### config.mk
export PLATFORM = sky130hd
export DESIGN_NAME = pkt_tx_gen
export DESIGN_NICKNAME = d
export VERILOG_FILES = /design/src/rtl/pkt_tx_pkg.sv /design/src/rtl/pkt_tx_payload.sv /design/src/rtl/pkt_tx_gen.sv
export SDC_FILE = /design/constraint.sdc
export NUM_CORES = 1
export LEC_CHECK = 0
export ABC_AREA = 0
export BUFFER_PORTS_ARGS = -buffer_cell sky130_fd_sc_hd__buf_2
export CORE_MARGIN = 10
export CORE_UTILIZATION = 59
export CTS_CLUSTER_DIAMETER = 80
export DETAILED_ROUTE_END_ITERATION = 12
export PLACE_DENSITY = 0.95
export SKIP_LAST_GASP = 1
export SLEW_MARGIN = 20
export SYNTH_ARGS = -nofsm -noshare
export SYNTH_HDL_FRONTEND = slang
export SYNTH_SLANG_ARGS = --single-unit
### constraint.sdc
create_clock -name clk -period 10.3 [get_ports clk]
set_input_delay 0.515 -clock clk [delete_from_list [all_inputs] [get_ports clk]]
set_output_delay 0.515 -clock clk [all_outputs]
set_load 0.05 [all_outputs]
### src/rtl/pkt_tx_pkg.sv
// Shared types for the packet transmitter slice.
// PKT_TX_CSUM_EN (optional) appends a checksum word to every packet.
package pkt_tx_pkg;

    localparam int DATA_W_DEF = 16;
    localparam int LEN_W_DEF  = 8;

    typedef enum logic [1:0] {
        ST_IDLE,
        ST_SEND,
        ST_GAP
    } state_t;

    typedef struct packed {
        logic cnst;
        logic err;
    } cmd_ctl_t;

endpackage

### src/rtl/pkt_tx_payload.sv
// Payload word counter, pattern generator and optional checksum accumulator.
// PKT_TX_CSUM_EN builds the running sum and exposes done/sum.
module pkt_tx_payload
    import pkt_tx_pkg::*;
#(
    parameter int DATA_W = DATA_W_DEF,
    parameter int LEN_W  = LEN_W_DEF
) (
    input  logic              clk,
    input  logic              rst,
    input  logic              load,
    input  logic              step,
    input  logic              cnst,
    input  logic [LEN_W-1:0]  len,
    input  logic [DATA_W-1:0] start,
    output logic [DATA_W-1:0] word,
    output logic              last
`ifdef PKT_TX_CSUM_EN
    ,
    output logic              done,
    output logic [DATA_W-1:0] sum
`endif
);

    logic [DATA_W-1:0] cur;
    logic [LEN_W-1:0]  left;
    logic [LEN_W-1:0]  left_n;
    logic [LEN_W-1:0]  len_eff;

    assign len_eff = (len == '0) ? LEN_W'(1) : len;

    // word is the value emitted at the coming edge; left counts words after it
    always_comb begin
        word   = cnst ? cur : cur + DATA_W'(1);
        left_n = left - LEN_W'(1);
        if (load) begin
            word   = start;
            left_n = len_eff - LEN_W'(1);
        end
    end

    assign last = (left_n == '0);

    always_ff @(posedge clk) begin
        if (rst) begin
            cur  <= '0;
            left <= '0;
        end else if (load || step) begin
            cur  <= word;
            left <= left_n;
        end
    end

`ifdef PKT_TX_CSUM_EN
    logic [DATA_W-1:0] acc;

    always_ff @(posedge clk) begin
        if (rst) begin
            acc <= '0;
        end else if (load || step) begin
            acc <= load ? word : acc + word;
        end
    end

    assign sum  = acc;
    assign done = (left == '0);
`endif

endmodule

### src/rtl/pkt_tx_gen.sv
// Packet transmitter: command handshake, framing FSM, inter-packet gap, pkt_cnt.
// PKT_TX_CSUM_EN appends a checksum word carrying eop/err.
module pkt_tx_gen
    import pkt_tx_pkg::*;
#(
    parameter int DATA_W = DATA_W_DEF,
    parameter int LEN_W  = LEN_W_DEF,
    parameter int GAP    = 2
) (
    input  logic              clk,
    input  logic              rst,
    input  logic              cmd_vld,
    output logic              cmd_rdy,
    input  logic [LEN_W-1:0]  cmd_len,
    input  logic [DATA_W-1:0] cmd_start,
    input  logic              cmd_const,
    input  logic              cmd_err,
    output logic              dout_vld,
    output logic              dout_sop,
    output logic              dout_eop,
    output logic              dout_err,
    output logic [DATA_W-1:0] dout,
    output logic              busy,
    output logic [15:0]       pkt_cnt
);

    localparam int GW = (GAP > 1) ? $clog2(GAP) : 1;

    state_t            state, state_n;
    cmd_ctl_t          ctl, ctl_n;
    logic [GW-1:0]     gap_cnt, gap_n;
    logic              vld_n, sop_n, eop_n, err_n;
    logic [DATA_W-1:0] dout_n;
    logic [15:0]       cnt_n;
    logic              load, step;
    logic [DATA_W-1:0] pay_word;
    logic              pay_last;
`ifdef PKT_TX_CSUM_EN
    logic              pay_done;
    logic [DATA_W-1:0] pay_sum;
`endif

    pkt_tx_payload #(
        .DATA_W(DATA_W),
        .LEN_W (LEN_W)
    ) u_payload (
        .clk  (clk),
        .rst  (rst),
        .load (load),
        .step (step),
        .cnst (ctl.cnst),
        .len  (cmd_len),
        .start(cmd_start),
        .word (pay_word),
        .last (pay_last)
`ifdef PKT_TX_CSUM_EN
        ,
        .done (pay_done),
        .sum  (pay_sum)
`endif
    );

    assign cmd_rdy = (state == ST_IDLE);
    assign busy    = (state != ST_IDLE);

    always_comb begin
        state_n = state;
        ctl_n   = ctl;
        gap_n   = gap_cnt;
        cnt_n   = pkt_cnt;
        vld_n   = 1'b0;
        sop_n   = 1'b0;
        eop_n   = 1'b0;
        err_n   = 1'b0;
        dout_n  = '0;
        load    = 1'b0;
        step    = 1'b0;
        unique case (state)
            ST_IDLE: begin
                if (cmd_vld) begin
                    load    = 1'b1;
                    ctl_n   = '{cnst: cmd_const, err: cmd_err};
                    state_n = ST_SEND;
                    vld_n   = 1'b1;
                    sop_n   = 1'b1;
                    dout_n  = pay_word;
`ifndef PKT_TX_CSUM_EN
                    eop_n   = pay_last;
`endif
                    err_n   = eop_n & cmd_err;
                end
            end
            ST_SEND: begin
                // dout_eop high means the word on the bus closes the packet
                if (dout_eop) begin
                    if (GAP > 0) begin
                        state_n = ST_GAP;
                        gap_n   = GW'(GAP - 1);
                    end else begin
                        state_n = ST_IDLE;
                    end
                end else begin
                    vld_n = 1'b1;
`ifdef PKT_TX_CSUM_EN
                    if (pay_done) begin
                        dout_n = pay_sum;
                        eop_n  = 1'b1;
                    end else begin
                        step   = 1'b1;
                        dout_n = pay_word;
                    end
`else
                    step   = 1'b1;
                    dout_n = pay_word;
                    eop_n  = pay_last;
`endif
                    err_n = eop_n & ctl.err;
                end
            end
            ST_GAP: begin
                if (gap_cnt == '0) begin
                    state_n = ST_IDLE;
                end else begin
                    gap_n = gap_cnt - GW'(1);
                end
            end
            default: state_n = ST_IDLE;
        endcase
        if (eop_n) begin
            cnt_n = pkt_cnt + 16'd1;
        end
    end

    always_ff @(posedge clk) begin
        if (rst) begin
            state    <= ST_IDLE;
            ctl      <= '0;
            gap_cnt  <= '0;
            pkt_cnt  <= '0;
            dout_vld <= 1'b0;
            dout_sop <= 1'b0;
            dout_eop <= 1'b0;
            dout_err <= 1'b0;
            dout     <= '0;
        end else begin
            state    <= state_n;
            ctl      <= ctl_n;
            gap_cnt  <= gap_n;
            pkt_cnt  <= cnt_n;
            dout_vld <= vld_n;
            dout_sop <= sop_n;
            dout_eop <= eop_n;
            dout_err <= err_n;
            dout     <= dout_n;
        end
    end

endmodule

==> run_results.csv, run 1 <==
group,metric,value,unit
clock_tree,clock_sinks,65,
clock_tree,cts_tree,"built",
synth,yosysWarnings,0,
worst_setup_path,path_class,"in2reg",
synth,synth.most_common_cell,"dfxtp_1",
worst_setup_path,worstPathRequired,10.53,ns
drt,drcViolationCount,0,
clock_tree,cts_resized,0,
synth,async_reset_ff_share,0,%
drt,vias,2963,
global_route,grt_usage,17.8,%
synth,synthesis.area,3360,um^2
synth,yosysTopAreaCell,"dfxtp_1",
sta,fin_hold_ws,0.421,ns
global_route,grt_overflow_total,0,
drt,initialDrtViolationCount,139,
placed_design,dpl_cell_area,3670,um^2
global_route,antenna_found_initial,0,
die,start_util,61.1,%
drt,drtPass1Iterations,4,
global_route,grt_pass1_vias,2922,
drt,postRouteAntennaNets,0,
sta,hold_violations,0,
placed_design,gp_congestion,0.849,
min_path,hold_path_class,"in2reg",
final_layout,num-fill-cells,420,
global_route,grt_pass1_wl,13100,um
die,die_h,95.5,um
drt,wire_per_inst,15.9,um
die,rows,27,
placed_design,io_buffer_count,66,
clock_tree,clk_pin_slew_worst_paths,0.07,ns
die,die_x,95.5,um
sta,tns,0,ns
worst_setup_path,cp.arrival,4.02,ns
worst_setup_path,crit_fanout,19,
synth,ys_top_cells_by_area,"dfxtp_1, nor2_1, a211oi_1",
final_layout,multi_input_area,1900,um^2
sta,layout_min_cycle_time,3.79,ns
final_layout,stdcell_area,3870,um^2
final_layout,drive_gt1_share,23.1,%
sta,post-route-period-util,36.8,%
synth,synth_edf_count,0,
synth,ys_seq_elements,65,
clock_tree,clk_path_buf_depth,2,
job,drv_cap,0,
synth,ys.flop_type,"dfxtp_1",
die,core_area,5510,um^2
final_layout,seq_area,1300,um^2
power,power_density,160,nW/um^2
final_layout,area_growth,15.0,%
synth,synthTopCellsByCount,"dfxtp_1, nor2_1, nand2_1, a21oi_1, clkbuf_1",
synth,synth.yosys.seq_area_share,38.7,%
worst_setup_path,start_kind,"primary input",
placed_design,dp_hpwl,5680,um
sta,max_slew_margin,34.6,%
clock_tree,cts_hold_buf,0,
sta,rsz0062_at_grt,"false",
synth,syn-num-nets,412,
synth,synth.top_cell.area_share,38.7,%
worst_setup_path,crit_path_end_kind,"flip-flop",
clock_tree,htreeDepth,3,
synth,synth.avg_cell_area,8.87,um^2
drt,viasPerCell,5.82,
clock_tree,cts_setup_buffers,0,
global_route,grt_max_degree,48,
sta,final-setup-viol-count,0,
die,boundaryPins,67,
power,leakagePower,1.69,nW
die,die_area,9120,um^2
synth,syn_inst,379,
sta,fmax,264,MHz
final_layout,layout.nets,466,
clock_tree,numCtsBuffers,9,
clock_tree,clk_latency,0.34,ns
final_layout,antenna_cells,0,
synth,synth.distinct_cells,56,
sta,tightest_slew,0.977,ns
drt,drt_wl_total,8080,um
clock_tree,root_buffer,"clkbuf_8",
power,ir_drop,0.000101,V
sta,fin_skew,0.00650,ns
outcome,outcome,"complete, no violations",
sta,slew_violations,0,
per-stage QoR:
stage | power, mW | util (%) | std cells | setup WS [ns]
after CTS | 0.621 | 70.2 | 509 | 6.58
after detailed placement | 0.408 | 66.7 | 494 | 6.23
after global routing | 0.647 | 70.2 | 509 | 6.37
after floorplan | 0.385 | - | 379 | 6.37
final | 0.618 | 70.2 | 509 | 6.51
after global placement | 0.404 | 66.7 | 494 | 6.43
where the power goes:
group / switching, mW / leakage [nW] / internal, mW / total (mW)
combinational: 0.0815 / 1.06 / 0.0424 / 0.124
clock: 0.0904 / 0.102 / 0.123 / 0.213
sequential: 0.0143 / 0.532 / 0.267 / 0.281
total: 0.186 / 1.69 / 0.432 / 0.618
cell families (layout without fill, tap and decap cells):
| family | count (synthesis) | after routing | synth area share [%] |
|---|---|---|---|
| XOR/XNOR | 22 | 22 | 5.73 |
| adder cells (fa/ha/maj) | 4 | 4 | 1.49 |
| buffers and inverters | 33 | 91 | 4.76 |
| AND/OR/NAND/NOR | 154 | 154 | 26.6 |
| AO/OA/AOI/OAI | 77 | 77 | 15.0 |
| flip-flops | 65 | 65 | 38.7 |
| multiplexers | 24 | 24 | 7.70 |
final cells by class:
type | instances | area share [%]
clock inverter | 3 | 1.04
clock buffer | 12 | 4.01
timing repair buffer | 69 | 9.13
inverter | 7 | 0.680
multi-input combinational | 281 | 49.2
tap | 72 | 2.33
sequential | 65 | 33.7
sequential cells by signal, indices dropped and copies added, names as in the netlist:
signal,flops
gap_cnt,1
pkt_cnt,16
ctl,2
u_payload.cur,16
state,2
dout_sop,1
dout_eop,1
dout_err,1
dout_vld,1
dout,16
u_payload.left,8
final timing paths:
check / from / depth (start not counted) / slack [ns] / to
setup reg to reg: state[0]$_SDFFE_PP0P_ / 11 / 6.65 / pkt_cnt[6]$_SDFFE_PP0P_
hold / removal: cmd_const / 3 / 0.42 / ctl[1]$_SDFFE_PP0P_
setup / recovery: cmd_len[3] / 13 / 6.51 / pkt_cnt[6]$_SDFFE_PP0P_
hold reg to reg: ctl[0]$_SDFFE_PP0P_ / 2 / 0.47 / ctl[0]$_SDFFE_PP0P_
routing by layer:
layer / track usage [%] / wire length [um] / part of all wire [%] / vias to the layer above
met2: 32.2 / 4170 / 52 / 83
met5: 0 / 0 / 0 / -
met4: 5.53 / 78 / 0.97 / 0
met3: 6.36 / 493 / 6.1 / 8
met1: 18.9 / 3330 / 41 / 1395
li1: - / - / - / 1477
placed cells by master, fill, tap and decap left out, drive strengths merged, types with 2 or more instances in the layout:
cell type and n:
nand3 13, nor2b 15, o41ai 2, inv 7, dfxtp 65, and3 8
nor4b 2, clkinv 2, nor3b 3, o21ai 14, nand3b 2, mux2i 9
ha 4, a21o 13, nand4 9, or3 5, buf 69, clkbuf 12
and2 3, xor2 10, a211oi 15, o31a 2, and4 5, nor4 16
nor3 5, xnor2 12, a21oi 20, nor2 41, nand2 21, mux2 15
worst max-delay path, stage by stage:
cell     delay (ns)
buf_2          0.12
or3_1          0.41
nor3_1         0.21
a21oi_1        0.12
o21ai_0        0.32
inv_1          0.08
ha_1           0.28
nor3b_1        0.19
xnor2_1        0.14
mux2i_1        0.10
or3_1          0.66
nor4_1         0.47
mux2_2         0.38
Power figures use the tool's default switching activity.
==> run 2: changes to the inputs <==
--- a/config.mk
+++ b/config.mk
@@ -5,13 +5,13 @@
 export SDC_FILE = /design/constraint.sdc
 export NUM_CORES = 1
 export LEC_CHECK = 0
-export ABC_AREA = 0
+export ABC_AREA = 1
 export BUFFER_PORTS_ARGS = -buffer_cell sky130_fd_sc_hd__buf_2
 export CORE_MARGIN = 10
-export CORE_UTILIZATION = 59
+export CORE_UTILIZATION = 50
 export CTS_CLUSTER_DIAMETER = 80
 export DETAILED_ROUTE_END_ITERATION = 12
-export PLACE_DENSITY = 0.95
+export PLACE_DENSITY = 0.86
 export SKIP_LAST_GASP = 1
 export SLEW_MARGIN = 20
 export SYNTH_ARGS = -nofsm -noshare
==> constraint.sdc (replaced) <==
create_clock -name clk -period 3.1 [get_ports clk]
set_input_delay 0.155 -clock clk [delete_from_list [all_inputs] [get_ports clk]]
set_output_delay 0.155 -clock clk [all_outputs]
set_load 0.05 [all_outputs]
==> run_results.csv, run 2 <==
group,metric,value,unit
worst_setup_path,cp.arrival,2.98,ns
sta,max_slew_margin,45.2,%
global_route,antenna_found_initial,0,
clock_tree,htreeDepth,3,
global_route,grt_max_degree,29,
power,p_sw,0.651,mW
final_layout,layout_common_cells,"nand2_1, inv_1, nor2_1, buf_2, dfxtp_1",
sta,slew_violations,0,
sta,final-setup-viol-count,0,
final_layout,area_growth,16.5,%
synth,ys.flop_type,"dfxtp_1",
global_route,grt_pass1_vias,3436,
die,die_x,102,um
sta,fmax,363,MHz
worst_setup_path,worstPathRequired,3.32,ns
placed_design,io_buffer_count,66,
worst_setup_path,crit_path_end_kind,"flip-flop",
placed_design,dp_hpwl,6470,um
clock_tree,clk_pin_slew_worst_paths,0.07,ns
worst_setup_path,r2r_cells,15,
clock_tree,numCtsBuffers,9,
drt,initialDrtViolationCount,175,
min_path,min_path_cells,3,
synth,synth.avg_cell_area,6.63,um^2
sta,hold_violations,0,
drt,top_layer,"met4",
synth,syn-num-nets,541,
die,core_area,6460,um^2
synth,ys_top_cells_by_area,"dfxtp_1, nand2_1, inv_1",
synth,yosysWarnings,0,
power,switching_share,32.0,%
sta,fin_hold_ws,0.112,ns
synth,synth_edf_count,0,
drt,drcViolationCount,0,
drt,postRouteAntennaNets,0,
die,die_h,102,um
power,ir_drop,0.000262,V
synth,synth.yosys.seq_area_share,38.6,%
placed_design,gp_congestion,0.941,
global_route,grt_usage,16.9,%
clock_tree,cts_tree,"built",
synth,syn_inst,508,
drt,drt_wl_total,8620,um
synth,async_reset_ff_share,0,%
drt,vias,3391,
final_layout,drive_gt1_share,18.8,%
synth,synth.distinct_cells,36,
drt,drtPass1Iterations,5,
power,power_density,519,nW/um^2
clock_tree,clk_path_buf_depth,2,
synth,synthesis.area,3370,um^2
sta,tightest_slew,0.821,ns
final_layout,num-fill-cells,602,
sta,layout_min_cycle_time,2.75,ns
global_route,grt_pass1_wl,14500,um
synth,synth.top_cell.area_share,38.6,%
synth,yosysTopAreaCell,"dfxtp_1",
sta,fin_skew,0.00892,ns
die,die_area,10400,um^2
sta,post-route-period-util,88.8,%
clock_tree,clk_latency,0.33,ns
drt,met3_length,539,um
synth,synth.most_common_cell,"nand2_1",
power,seqPwrFrac,45.5,%
power,power.share.clock,32.7,%
die,rows,29,
die,start_util,52.2,%
power,combPwrFrac,21.8,%
global_route,grt_overflow_total,0,
final_layout,antenna_cells,0,
drt,wl_met2,4120,um
die,boundaryPins,67,
drt,wire_per_inst,13.2,um
worst_setup_path,path_class,"reg2reg",
drt,viasPerCell,5.19,
worst_setup_path,regToRegSetupSlack,0.35,ns
worst_setup_path,start_kind,"flip-flop",
clock_tree,clock_sinks,65,
final_layout,final_common_cell,"nand2_1",
synth,ys_seq_elements,65,
sta,tns,0,ns
power,leakagePower,1.94,nW
clock_tree,root_buffer,"clkbuf_8",
sta,rsz0062_at_grt,"false",
min_path,hold_path_class,"in2reg",
final_layout,layout.nets,605,
outcome,outcome,"complete, no violations",
drt,met1_length,3840,um
synth,synthTopCellsByCount,"nand2_1, inv_1, nor2_1, dfxtp_1, nand3_1",
power,p_int,1.38,mW
worst_setup_path,crit_fanout,28,
job,drv_cap,0,
final_layout,reg_top3,"dout: 16 flops, pkt_cnt: 16 flops, u_payload.cur: 16 flops",
==> run 2: cell types whose count changed in the layout (fill, tap and decap cells not counted), moves of 11 or more <==
cell,change
o21ai_0,+16
nand3_1,+17
xnor2_1,-12
nor2_1,+39
nand4_1,+13
inv_1,+74
nor2_2,+11
a21o_1,-13
nor2b_1,-15
a211oi_1,-14
nand2_1,+89
a21oi_1,-13
==> run 2: per-stage QoR <==
step           total power, mW  cell area [um^2]  setup WS [ns]  utilization (%)  cells
4_1_cts                   2.04              3900          0.354             60.4    652
3_3_place_gp              1.37              3730          0.489             57.7    637
5_1_grt                   2.14              3920         0.0206             60.8    653
3_5_place_dp              1.38              3730          0.366             57.7    637
6_report                  2.03              3920          0.346             60.8    653
2_1_floorplan             1.28              3370          0.533                -    508
==> run 2: final timing paths <==
check	start	to
max	state[1]$_SDFFE_PP0P_	pkt_cnt[6]$_SDFFE_PP0P_
min	cmd_err	ctl[0]$_SDFFE_PP0P_
max reg2reg	state[1]$_SDFFE_PP0P_	pkt_cnt[6]$_SDFFE_PP0P_
min reg2reg	ctl[0]$_SDFFE_PP0P_	ctl[0]$_SDFFE_PP0P_
==> run 2: area by class of cell <==
cell class	instances	area, um^2	area share (%)
timing repair buffer	69	365	9.31
clock inverter	4	45.0	1.15
clock buffer	11	131	3.35
multi-input combinational	343	1670	42.5
tap	77	96.3	2.46
sequential	65	1300	33.2
inverter	84	315	8.04
==> run 2: layer usage <==
layer,up-vias,track usage (%)
met3,11,5.20
met1,1521,18.6
met5,-,0
met4,0,8.03
met2,108,29.1
li1,1751,-
==> run 2: critical path: stages, from the launching register on <==
cell	delay, ns
dfxtp_1	0.37
nor2_4	0.26
nand2_4	0.22
nor2_1	0.14
nand2_1	0.08
nand2_1	0.15
ha_1	0.20
nand3_1	0.13
nor2_2	0.15
nor2_1	0.06
nor2_2	0.10
nand3_1	0.10
nor2_2	0.14
nand3_4	0.23
o21ai_0	0.23
nor2_1	0.07
==> run 2: cell families (layout without fill, tap and decap cells) <==
group	after synthesis	in the layout	synth area share, %
XOR/XNOR	3	3	0.780
buffers and inverters	100	168	11.8
AND/OR/NAND/NOR	278	278	37.2
flip-flops	65	65	38.6
AO/OA/AOI/OAI	58	58	10.1
adder cells (fa/ha/maj)	4	4	1.49
==> run 2: power groups by stage <==
stage	sequential (mW)	clock [mW]	combinational [mW]
after detailed placement	0.943	0	0.435
after global placement	0.941	0	0.426
after global routing	0.932	0.717	0.493
final	0.926	0.664	0.444
after CTS	0.925	0.675	0.437
after floorplan	1.00	0	0.274
==> run 2: what timing repair did <==
action | CTS | global route
resized for setup | 0 | 0
hold buffers | 0 | 0
endpoints found under the setup margin | 0 | 1
setup buffers | 0 | 1
